## src/rtl/spi_slave_shifter.sv

```systemverilog
// SPI mode-0 slave shift engine: MSB-first, full duplex, driven by pre-synchronized
// SCLK/CS strobes in the system clock domain, with a single-word transmit holding register.
module spi_slave_shifter #(
  parameter int DATA_WIDTH = 8
) (
  input  logic                  clk,
  input  logic                  rst_n,
  input  logic                  cs_n_i,
  input  logic                  cs_fall_i,
  input  logic                  sclk_pe_i,
  input  logic                  sclk_ne_i,
  input  logic                  mosi_i,
  output logic                  miso_o,
  output logic                  miso_oe_o,
  input  logic [DATA_WIDTH-1:0] tx_data_i,
  input  logic                  tx_valid_i,
  output logic                  tx_ready_o,
  output logic [DATA_WIDTH-1:0] rx_data_o,
  output logic                  rx_valid_o,
  output logic                  busy_o,
  output logic                  tx_underrun_o,
  output logic                  frame_abort_o
);

  localparam int CNT_W = $clog2(DATA_WIDTH);
  localparam logic [CNT_W-1:0] LAST_BIT = CNT_W'(DATA_WIDTH - 1);

  typedef enum logic {IDLE, SHIFT} state_t;

  state_t                state_q, state_d;
  logic [DATA_WIDTH-1:0] tx_hold_q, tx_hold_d;
  logic                  hold_full_q, hold_full_d;
  logic [DATA_WIDTH-1:0] tx_shreg_q, tx_shreg_d;
  logic [DATA_WIDTH-1:0] rx_shreg_q, rx_shreg_d;
  logic [DATA_WIDTH-1:0] rx_data_q, rx_data_d;
  logic [CNT_W-1:0]      bit_cnt_q, bit_cnt_d;
  logic                  load_pend_q, load_pend_d;
  logic                  rx_valid_q, rx_valid_d;
  logic                  underrun_q, underrun_d;
  logic                  abort_q, abort_d;
  logic                  word_load;

  always_ff @(posedge clk or negedge rst_n) begin
    if (!rst_n) begin
      state_q     <= IDLE;
      tx_hold_q   <= '0;
      hold_full_q <= 1'b0;
      tx_shreg_q  <= '0;
      rx_shreg_q  <= '0;
      rx_data_q   <= '0;
      bit_cnt_q   <= '0;
      load_pend_q <= 1'b0;
      rx_valid_q  <= 1'b0;
      underrun_q  <= 1'b0;
      abort_q     <= 1'b0;
    end else begin
      state_q     <= state_d;
      tx_hold_q   <= tx_hold_d;
      hold_full_q <= hold_full_d;
      tx_shreg_q  <= tx_shreg_d;
      rx_shreg_q  <= rx_shreg_d;
      rx_data_q   <= rx_data_d;
      bit_cnt_q   <= bit_cnt_d;
      load_pend_q <= load_pend_d;
      rx_valid_q  <= rx_valid_d;
      underrun_q  <= underrun_d;
      abort_q     <= abort_d;
    end
  end

  always_comb begin
    state_d     = state_q;
    tx_hold_d   = tx_hold_q;
    hold_full_d = hold_full_q;
    tx_shreg_d  = tx_shreg_q;
    rx_shreg_d  = rx_shreg_q;
    rx_data_d   = rx_data_q;
    bit_cnt_d   = bit_cnt_q;
    load_pend_d = load_pend_q;
    rx_valid_d  = 1'b0;
    underrun_d  = 1'b0;
    abort_d     = 1'b0;
    word_load   = 1'b0;

    case (state_q)
      IDLE: begin
        bit_cnt_d = '0;
        if (cs_fall_i) begin
          word_load   = 1'b1;
          load_pend_d = 1'b0;
          state_d     = SHIFT;
        end
      end
      SHIFT: begin
        // CS release wins over any SCLK strobe arriving in the same cycle
        if (cs_n_i) begin
          state_d     = IDLE;
          bit_cnt_d   = '0;
          load_pend_d = 1'b0;
          rx_shreg_d  = '0;
          abort_d     = (bit_cnt_q != '0);
        end else if (sclk_pe_i) begin
          rx_shreg_d = {rx_shreg_q[DATA_WIDTH-2:0], mosi_i};
          if (bit_cnt_q == LAST_BIT) begin
            rx_data_d   = {rx_shreg_q[DATA_WIDTH-2:0], mosi_i};
            rx_valid_d  = 1'b1;
            bit_cnt_d   = '0;
            load_pend_d = 1'b1;
          end else begin
            bit_cnt_d = bit_cnt_q + 1'b1;
          end
        end else if (sclk_ne_i) begin
          if (load_pend_q) begin
            word_load   = 1'b1;
            load_pend_d = 1'b0;
          end else begin
            tx_shreg_d = {tx_shreg_q[DATA_WIDTH-2:0], 1'b0};
          end
        end
      end
      default: state_d = IDLE;
    endcase

    if (word_load) begin
      if (hold_full_q) begin
        tx_shreg_d  = tx_hold_q;
        hold_full_d = 1'b0;
      end else begin
        tx_shreg_d = '0;
        underrun_d = 1'b1;
      end
    end

    // A handshake is only possible with the holding register empty, so it always lands after the load
    if (tx_valid_i && !hold_full_q) begin
      tx_hold_d   = tx_data_i;
      hold_full_d = 1'b1;
    end
  end

  assign miso_o        = tx_shreg_q[DATA_WIDTH-1];
  assign miso_oe_o     = (state_q == SHIFT);
  assign busy_o        = (state_q == SHIFT);
  assign tx_ready_o    = ~hold_full_q;
  assign rx_data_o     = rx_data_q;
  assign rx_valid_o    = rx_valid_q;
  assign tx_underrun_o = underrun_q;
  assign frame_abort_o = abort_q;

endmodule

```

## config.mk

```make
export PLATFORM = sky130hd
export DESIGN_NAME = spi_slave_shifter
export DESIGN_NICKNAME = d
export VERILOG_FILES = /design/src/rtl/spi_slave_shifter.sv
export SDC_FILE = /design/constraint.sdc
export NUM_CORES = 1
export LEC_CHECK = 0
export BUFFER_PORTS_ARGS = -buffer_cell sky130_fd_sc_hd__buf_2
export CAP_MARGIN = 30
export CORE_MARGIN = 3
export CORE_UTILIZATION = 42
export DETAILED_ROUTE_END_ITERATION = 8
export PLACE_DENSITY_LB_ADDON = 0.2
export SLEW_MARGIN = 20
export SYNTH_ARGS = -nofsm -noshare
export SYNTH_HDL_FRONTEND = slang
export SYNTH_SLANG_ARGS = --single-unit
```

## constraint.sdc

```tcl
create_clock -name clk -period 2.06 [get_ports clk]
set_clock_uncertainty 0.05 [all_clocks]
set_input_delay 0.103 -clock clk [delete_from_list [all_inputs] [get_ports clk]]
set_output_delay 0.103 -clock clk [all_outputs]
set_load 0.03 [all_outputs]
```

==> flow_summary.yaml <==
outcome:
  outcome: "complete, no violations"
die:
  fp.dieH_um: 71.3
  rows: 23
  dieArea_sq_um: 5080
  ioPinCount: 31
  start_util_pct: 44.1
  dieWidth_um: 71.3
  core_area_sq_um: 4060
timing:
  rsz0062_at_grt: "false"
  fin_crit_ps: 1630
  fin_ws_ps: 431
  slew_headroom_pct: 65.0
  fin_hold_ws_ps: 27.1
  slew_violations: 0
  fin_setup_tns_ps: 0
  post-route-period-util_pct: 79.1
  setup_viol: 0
  hold_viol_final: 0
  worst_pin_slew_ps: 524
  max_freq_ghz: 0.614
cells_and_area:
  num_antenna_cells: 0
  final_common_cell: "dfrtp_1"
  drive_above_1_share_pct: 30.9
  layout_common_cells: "dfrtp_1 (40), buf_2 (30), mux2_2 (16), inv_1 (13), dlygate4sd3_1 (9)"
  final_nets: 207
  design_area_sq_um: 2160
  syn2layout_area_growth_pct: 21.0
clock_network:
  numCtsBuffers: 5
  cts_tree: "yes"
  worstSkewPairLatency_ps: 290
  htreeDepth: 2
  clock_sinks: 40
  clk_path_buf_depth: 2
  clockRootBuffer: "clkbuf_8"
  clkTransAtPathRegs_ps: 70
  cts_resized: 0
yosys:
  synthCells: 147
  syn_area_sq_um: 1790
  yosys_warnings: 0
  synth_nets: 166
  synth_async_sr_flop_share_pct: 100
  synth_seq_cells: 40
  synth.distinct_cells: 30
  synth_edf_count: 0
  ys.flop_type: "dfrtp_1"
  yosysSeqAreaShare_pct: 55.9
  postSynthAreaPerCell_sq_um: 12.2
placement:
  dpl_worst_slack_ps: 433
  dpl.hpwl_um: 2340
  dpl-instance-area_sq_um: 1980
  portBuffers: 30
  gp_congestion: 0.706
route:
  via_per_inst: 5.22
  wire_per_inst_um: 14.1
  drt_wl_total_um: 3360
  ant_nets: 0
  vias: 1243
  firstDrtPassIters: 4
  drt-initial-drc-count: 121
  drc_errors: 0
global_routing:
  grt_pass1_wl_um: 5970
  gr-total-overflow: 0
  grt_pass1_vias: 1276
  gr-usage-all-layers_pct: 14.9
  antenna_found_initial: 0
  grt_max_degree: 41
min_path:
  hold_class: "input port to flop"
power_and_ir_drop:
  pwr_density_cell_nw_per_um2: 944
  internal_power_uw: 1460
  p_switching_uw: 587
  p_leak_uw: 0.00113
  p_clk_share_pct: 23.2
  switching_share_pct: 28.7
  comb_power_share_pct: 23.6
  vdd_drop_max_uv: 434
  pwr-share-seq_pct: 53.2
worst_setup_path:
  crit_fanout: 9
  crit_chain: "and2_1 > nand3b_4 > mux2_2"
  critPathKind: "flop to flop"
  slowest_stage: "dfrtp_1"
  startpoint_type: "flop"
  max_stage_delay_ps: 510
  worstSetupEndpointType: "flop"
  worstPathArrival_ps: 1750
  required_ps: 2180
  critical_path_buf_inv_count: 0
  critPathTopFamily: "simple AND/OR/NAND/NOR gates"
job:
  drv_cap: 0
[power groups by stage]
stage               Clock, uW  Combinational (uW)  Sequential (uW)
floorplan                   0                 336             1090
global placement            0                 454             1090
detailed placement          0                 472             1100
CTS                       489                 487             1090
global route              537                 537             1110
finish                    475                 482             1090
[stage by stage]
| step | util (%) | power [uW] | cells |
|---|---|---|---|
| floorplan | - | 1430 | 147 |
| global placement | 48.7 | 1550 | 221 |
| detailed placement | 48.7 | 1570 | 221 |
| CTS | 52.9 | 2060 | 237 |
| global route | 53.3 | 2190 | 238 |
| finish | 53.3 | 2040 | 238 |
[logic make-up after synthesis]
kind of cell	count (synthesis)	synth area share, %
and+or+nand+nor	33	12.7
buffers and inverters	22	5.38
muxes	19	11.7
AOI/OAI and AO/OA	30	12.2
DFF	40	55.9
adders and majority gates	3	2.10
[state kept, by name, summed over array words and instances (netlist names)]
register and count:
rx_valid_o 1, busy_o 1, load_pend_q 1, tx_hold_q 8, frame_abort_o 1, tx_underrun_o 1
bit_cnt_q 3, rx_shreg_q 7, rx_data_o 8, hold_full_q 1, tx_shreg_q 8
[area by class of cell]
class	instances	area [sq um]
clock buffers	6	72.6
well taps	50	62.6
inverters	13	48.8
clock inverters	1	5.00
fillers	361	1890
flip-flops and latches	40	1000
repair buffers	43	283
multi-input cells	85	692
[routing by layer]
metal	global-route usage (%)	part of all wire [%]	vias up
met5	0	0	-
met2	23.9	48	21
met1	19.2	47	616
li1	-	-	602
met3	4.91	4.2	4
met4	4.38	0.77	0
[worst paths after layout]
check | start | endpoint | slack [ps] | cells past startpoint
min in group asynchronous | rst_n | rx_data_o[4] | 130 | 2
hold / removal | mosi_i | rx_data_o[0] | 30 | 2
setup / recovery | busy_o | rx_data_o[0] | 430 | 3
setup reg to reg | busy_o | rx_data_o[0] | 430 | 3
hold reg to reg | tx_hold_q[2] | tx_shreg_q[2] | 440 | 1
max in group asynchronous | rst_n | bit_cnt_q[1] | 1410 | 3
[Yosys cell counts (3+ instances only)]
library cell  instances  area share, %
o22ai_1               8            2.8
mux2i_1               3            1.7
and3_1                7            2.4
a211o_1               6            2.9
dfrtp_1              40             56
a21oi_1               3           0.84
nand2_1               4           0.84
a2bb2oi_1             7            3.4
nor2_1                6            1.3
ha_1                  3            2.1
inv_1                13            2.7
nor3b_1               6            2.5
buf_2                 5            1.4
mux2_2               16             10
[worst reg2reg max path, delay by kind of cell, from the launching register on]
kind / cells / cell delay, ps
DFF: 1 / 510
muxes: 1 / 320
and+or+nand+nor: 2 / 640
[timing repair]
item	4_1_cts	5_1_grt
hold buffers	9	0
setup buffers	0	0
hold endpoints to repair	48	0
No activity file was read; power rests on OpenSTA's default activity.
